--- src/rtl/demux_stream_1xn.sv ---
// Registered 1-to-N stream demultiplexer with valid/ready handshakes, broadcast
// mode and a saturating counter of words dropped for an out-of-range select.
module demux_stream_1xn #(
    parameter  int N      = 8,
    parameter  int W      = 8,
    parameter  int ERR_CW = 8,
    localparam int SEL_W  = (N > 1) ? $clog2(N) : 1
) (
    input  logic              clk,
    input  logic              rst_n,
    input  logic [W-1:0]      in_data,
    input  logic [SEL_W-1:0]  in_sel,
    input  logic              in_bcast,
    input  logic              in_valid,
    output logic              in_ready,
    output logic [N*W-1:0]    out_data,
    output logic [N-1:0]      out_valid,
    input  logic [N-1:0]      out_ready,
    output logic              err_flag,
    output logic [ERR_CW-1:0] err_cnt,
    input  logic              err_clr
);

    localparam logic [SEL_W:0] N_L = (SEL_W + 1)'(N);

    logic [N-1:0]      free_s;
    logic [N-1:0]      load_s;
    logic              in_range_s;
    logic              in_ready_s;
    logic              accept_s;
    logic              drop_s;

    logic [N-1:0]      valid_d, valid_q;
    logic [N*W-1:0]    data_d, data_q;
    logic              err_flag_d, err_flag_q;
    logic [ERR_CW-1:0] err_cnt_d, err_cnt_q;

    // Input-side handshake: ready depends only on the select, mode and channel occupancy.
    always_comb begin
        free_s     = ~valid_q | out_ready;
        in_range_s = ({1'b0, in_sel} < N_L);
        if (in_bcast) begin
            in_ready_s = &free_s;
        end else if (in_range_s) begin
            in_ready_s = free_s[in_sel];
        end else begin
            in_ready_s = 1'b1;
        end
        accept_s = in_valid & in_ready_s;
        drop_s   = accept_s & ~in_bcast & ~in_range_s;
    end

    // Per-channel holding registers: reload wins over drain so a channel can refill in the same cycle.
    always_comb begin
        valid_d = valid_q;
        data_d  = data_q;
        load_s  = '0;
        for (int k = 0; k < N; k++) begin
            load_s[k] = accept_s & (in_bcast | (in_range_s & (in_sel == SEL_W'(k))));
            if (load_s[k]) begin
                valid_d[k]        = 1'b1;
                data_d[k*W +: W]  = in_data;
            end else if (out_ready[k]) begin
                valid_d[k]        = 1'b0;
            end else begin
                valid_d[k]        = valid_q[k];
            end
        end
    end

    // Error bookkeeping: clear has priority over a simultaneous drop.
    always_comb begin
        err_flag_d = err_flag_q;
        err_cnt_d  = err_cnt_q;
        if (err_clr) begin
            err_flag_d = 1'b0;
            err_cnt_d  = '0;
        end else if (drop_s) begin
            err_flag_d = 1'b1;
            err_cnt_d  = (&err_cnt_q) ? err_cnt_q : err_cnt_q + ERR_CW'(1);
        end else begin
            err_flag_d = err_flag_q;
            err_cnt_d  = err_cnt_q;
        end
    end

    // State registers.
    always_ff @(posedge clk or negedge rst_n) begin
        if (!rst_n) begin
            valid_q    <= '0;
            data_q     <= '0;
            err_flag_q <= 1'b0;
            err_cnt_q  <= '0;
        end else begin
            valid_q    <= valid_d;
            data_q     <= data_d;
            err_flag_q <= err_flag_d;
            err_cnt_q  <= err_cnt_d;
        end
    end

    assign in_ready  = in_ready_s;
    assign out_valid = valid_q;
    assign out_data  = data_q;
    assign err_flag  = err_flag_q;
    assign err_cnt   = err_cnt_q;

endmodule

--- config.mk ---
export PLATFORM = sky130hd
export DESIGN_NAME = demux_stream_1xn
export DESIGN_NICKNAME = d
export VERILOG_FILES = /design/src/rtl/demux_stream_1xn.sv
export SDC_FILE = /design/constraint.sdc
export NUM_CORES = 1
export LEC_CHECK = 0
export BUFFER_PORTS_ARGS = -buffer_cell sky130_fd_sc_hd__buf_2
export CAP_MARGIN = 15
export CELL_PAD_IN_SITES_DETAIL_PLACEMENT = 1
export CELL_PAD_IN_SITES_GLOBAL_PLACEMENT = 2
export CORE_MARGIN = 8
export CORE_UTILIZATION = 36
export CTS_CLUSTER_SIZE = 20
export DETAILED_ROUTE_END_ITERATION = 12
export PLACE_DENSITY = 0.94
export SYNTH_ARGS = -nofsm -noshare
export SYNTH_HDL_FRONTEND = slang
export SYNTH_SLANG_ARGS = --single-unit
--- constraint.sdc ---
create_clock -name clk -period 4.4 [get_ports clk]
set_clock_uncertainty 0.05 [all_clocks]
set_input_delay 0.44 -clock clk [delete_from_list [all_inputs] [get_ports clk]]
set_output_delay 0.44 -clock clk [all_outputs]
set_load 0.01 [all_outputs]
# Word level (Yosys, flattened, before mapping)
# Cells that the tools add are included.
totals:
  elab_cells: 72
  memories: 0
  regBits: 72
  mem_bits_ro: 0
  ramBits: 0
  in_bits: 24
  latch_bits: 0
  output_inout_bits: 82
op_classes:
  muxes: 19
  n_bitwise: 19
  addsub: 0
  magnitude_cmp: 1
  n_shift: 0
  n_mul: 0
  n_div: 0
  n_reduce_logical: 10
  n_eq_ne: 7
op_table:
  columns: ["operator", "n"]
  rows:
  - ["2-to-1 mux 1 bit", 18]
  - ["nonzero test 2 bit", 8]
  - ["== test 3 bit, second input constant", 4]
  - ["AND 1 bit", 9]
  - ["inverter 8 bit", 1]
  - ["bitwise OR 1 bit", 8]
  - ["bitwise OR 8 bit", 1]
  - ["AND reduction 8 bit", 1]
  - ["== test 3 x 2 -> 1 bit, second input constant", 2]
  - ["< comparator 3 x 4 -> 1 bit, second input constant", 1]
  - ["binary-select mux 1 bit (select 3 bit)", 1]
  - ["== test 3 x 1 -> 1 bit, second input constant", 1]
  - ["zero test 3 bit", 1]

# Longest topological paths before layout
logic_depth:
  ltp_word: 8
  depth_mapped: 6
  ltp_nobuf: 5

# Worst setup path after synthesis
# OpenSTA, ideal clock, no wires.
synth_path:
  kind: "register to register"
  startpoint: "register valid_q[5] (netlist: out_valid[5])"
  endpoint: "register data_q[48] (netlist: out_data[48])"
  synth_period_minus_slack_ns: 2.387
  stages_incl_launch_ff: 7
  required_ns: 4.225
  setup_time_ns: 0.125
  path_buffers: 1
  t_arrival_ns: 2.212
  setup_slack_ns: 2.013
  cell_sequence: "dfrtp_1 > nor2b_1 > mux4_2 > or4_4 > buf_6 > o21ai_4 > mux2_4"
synth_between:
  elab_chain_cells: 7
  word_cells_on_any_way: 8
  cone_classes: "mux: 3; bitwise: 4; reduce/logical: 1"
synth_rtl:
  columns: ["item", "line", "source"]
  rows:
  - ["from (decl)", "33", "logic [N-1:0] valid_d, valid_q;"]
  - ["from (signal assigned)", "95", "valid_q <= valid_d;"]
  - ["inverter 8 bit *", "40", "free_s = ~valid_q | out_ready;"]
  - ["bitwise OR 8 bit *", "40", null]
  - ["binary-select mux 1 bit (select 3 bit)", "45", "in_ready_s = free_s[in_sel];"]
  - ["2-to-1 mux 1 bit (implied by the code)", "45", null]
  - ["2-to-1 mux 1 bit *", "42", "if (in_bcast) begin"]
  - ["AND 1 bit *", "49", "accept_s = in_valid & in_ready_s;"]
  - ["AND 1 bit *", "59", "load_s[k] = accept_s & (in_bcast | (in_range_s & (in_sel == SEL_W'(k))));"]
  - ["to (signal assigned)", "96", "data_q <= data_d;"]
  - ["to (decl)", "34", "logic [N*W-1:0] data_d, data_q;"]
# Every way passes the cells marked *; elsewhere a longest branch is shown, timed or not. The select of a mux whose other input is x is not followed.
# A chain may end at the register's enable or synchronous reset.

# Final worst setup path
layout_path:
  startpoint: "register valid_q[5] (netlist: out_valid[5])"
  endpoint: "register data_q[61] (netlist: out_data[61])"
# The elaborated chain is that of the path after synthesis.

==> flow_summary.json <==
{
  "dp_hpwl_um": 5930,
  "p_leak_uw": 0.00190,
  "syn_area_per_cell_um2": 15.0,
  "syn_to_final_growth_pct": 25.4,
  "ys_types": 29,
  "critical_path.cell_chain": "nor2b_1 > mux4_2 > or4_4 > o21ai_4 > mux2_4",
  "hp-class": "in2async",
  "final_cell_mix": "94 x buf_2, 72 x dfrtp_1, 40 x mux2_2, 24 x mux2_4, 10 x clkbuf_8",
  "wl_per_cell_um": 19.4,
  "worstMarginPinSlew_ns": 1.07,
  "grt_max_degree": 73,
  "rsz0062_at_grt": "no",
  "reg2regPathDepth": 5,
  "synth_async_sr_flop_share": 1.00,
  "r2r-start": "out_valid[5]",
  "synth_top_area_share": 0.575,
  "synth-seq-area-share": 0.575,
  "cp_top_family": "multiplexers",
  "relSlewSlack": 0.285,
  "die_y_um": 109,
  "crit_type": "reg2reg",
  "crit_cells": 5,
  "cp.buffers_inverters": 0,
  "grtUsageTotal": 0.143,
  "startpoint": "out_valid[5]",
  "final_common_cell": "buf_2",
  "finalSetupTns_ns": 0,
  "layout-drive-gt1-share": 0.590,
  "antenna_found_initial": 0,
  "h-tree-depth": 3,
  "status": "complete, no violations",
  "fin_crit_ns": 2.54,
  "cts_hold_buf": 0,
  "drc_errors": 0,
  "end_kind": "flop",
  "die_w_um": 109,
  "cp_slowest_cell": "mux4_2",
  "num_rows": 34,
  "fin_crit_sh": 0.578,
  "cp.arrival_ns": 2.71,
  "die_area_um2": 11900,
  "numCtsBuffers": 9,
  "syn_area_um2": 3130,
  "cp_max_fo": 9,
  "num_vias": 2088,
  "clock-sinks": 72,
  "drt-vias-per-instance": 4.94,
  "num_antenna_cells": 0,
  "synth_enable_flop_cells": 0,
  "nets": 335,
  "cp.required_ns": 4.57,
  "postCtsSetupBuffers": 0,
  "finalWeightedCongestion": 0.787,
  "cts_tree": "done",
  "drv_slew": 0,
  "wl_um": 8220,
  "insertion_delay_ns": 0.33,
  "syn_inst": 209,
  "synth_flop_cell": "dfrtp_1",
  "maxCapViolations": 0,
  "ys_ff_latch": 72,
  "critPathCapture": "out_data[61]",
  "critPathMaxStageDelay_ns": 0.50,
  "fillerInstances": 913,
  "first_pass_iters": 4,
  "grt_overflow": 0,
  "port_buffers": 95,
  "start_util": 0.365,
  "cts_root_buffer": "clkbuf_8",
  "ir_drop_v": 0.000324,
  "coreArea_um2": 8590,
  "cts_buffer_depth": 2,
  "postRouteAntennaNets": 0,
  "yosys_warnings": 0,
  "synthTopCellsByArea": "dfrtp_1 57%, mux2_2 14%, mux2_4 11%",
  "yosysTopAreaCell": "dfrtp_1",
  "setup_violations": 0,
  "grt_pass1_wl_um": 13000,
  "power_density_nw_per_um2": 727,
  "utilization": 0.457,
  "start_kind": "flop",
  "post_cts_resized": 0,
  "rr_endpoint": "out_data[61]",
  "clk_pin_slew_ns": 0.08,
  "grt_pass1_vias": 2319,
  "fmax_mhz": 393,
  "pin_count": 106,
  "p_total_uw": 2860,
  "r2r_slack_ns": 1.86,
  "dr.first_iter.drc_count": 44,
  "hold_viol_final": 0
}
-- flip-flops by register name, indices dropped and copies added (netlist names) --
| name | count |
|---|---|
| out_data | 64 |
| out_valid | 8 |
-- routing by layer --
layer,wire length (um),global-route usage,up-vias
met4,132,0.0492,0
li1,-,-,936
met3,677,0.0481,15
met5,0,0,-
met2,4120,0.241,78
met1,3290,0.168,1059
-- area by class of cell --
| cell class | count | area [um^2] | area share |
|---|---|---|---|
| Sequential cell | 72 | 1800 | 0.458 |
| Multi-Input combinational cell | 128 | 1250 | 0.319 |
| Timing Repair Buffer | 95 | 478 | 0.122 |
| Clock buffer | 10 | 138 | 0.0350 |
| Tap cell | 108 | 135 | 0.0344 |
| Clock inverter | 5 | 105 | 0.0267 |
| Inverter | 5 | 18.8 | 0.00477 |
-- cells in the mapped netlist, drive strengths merged (2+ instances only) --
master	count
dfrtp	72
mux2	64
buf	12
nand2b	9
nor2b	9
o21ai	8
nand4	6
inv	5
nor2	5
a31oi	3
mux4	2
nand2	2
nor4	2
or2	2
or4	2
-- worst min-delay path by stage --
stage	startpoint	to	slack (ns)	depth (start not counted)
global placement	out_data[45]	out_data[45]	0.43	1
global route	rst_n	out_data[62]	0.25	1
finish	rst_n	out_data[54]	0.17	1
CTS	rst_n	out_data[51]	0.21	1
detailed placement	out_data[45]	out_data[45]	0.44	1
floorplan	rst_n	out_data[0]	0.09	0
-- stage by stage --
step / worst slack [ns] / hold slack [ns] / instances / area [um^2]
after floorplan: 2.01 / 0.0944 / 217 / 3160
after global placement: 1.72 / 0.433 / 408 / 3690
after detailed placement: 1.72 / 0.438 / 408 / 3690
after CTS: 1.84 / 0.207 / 423 / 3930
after global routing: 1.81 / 0.245 / 423 / 3930
final: 1.86 / 0.171 / 423 / 3930
-- report_power, final --
group	switching (uW)	leakage [uW]	internal, uW
combinational	509	0.000925	567
clock	246	0.000115	389
sequential	166	0.000860	980
total	921	0.00190	1940
-- kinds of logic (layout without fill, tap and decap cells) --
family                 count (synthesis)  count (layout)  synth area share
DFF                                   72              72             0.575
buffers and inverters                 17             115            0.0343
AOI/OAI and AO/OA                     13              13            0.0383
and+or+nand+nor                       40              40            0.0782
muxes                                 66              66             0.273
other                                  1               9           0.00120
Power figures use the tool's default switching activity.
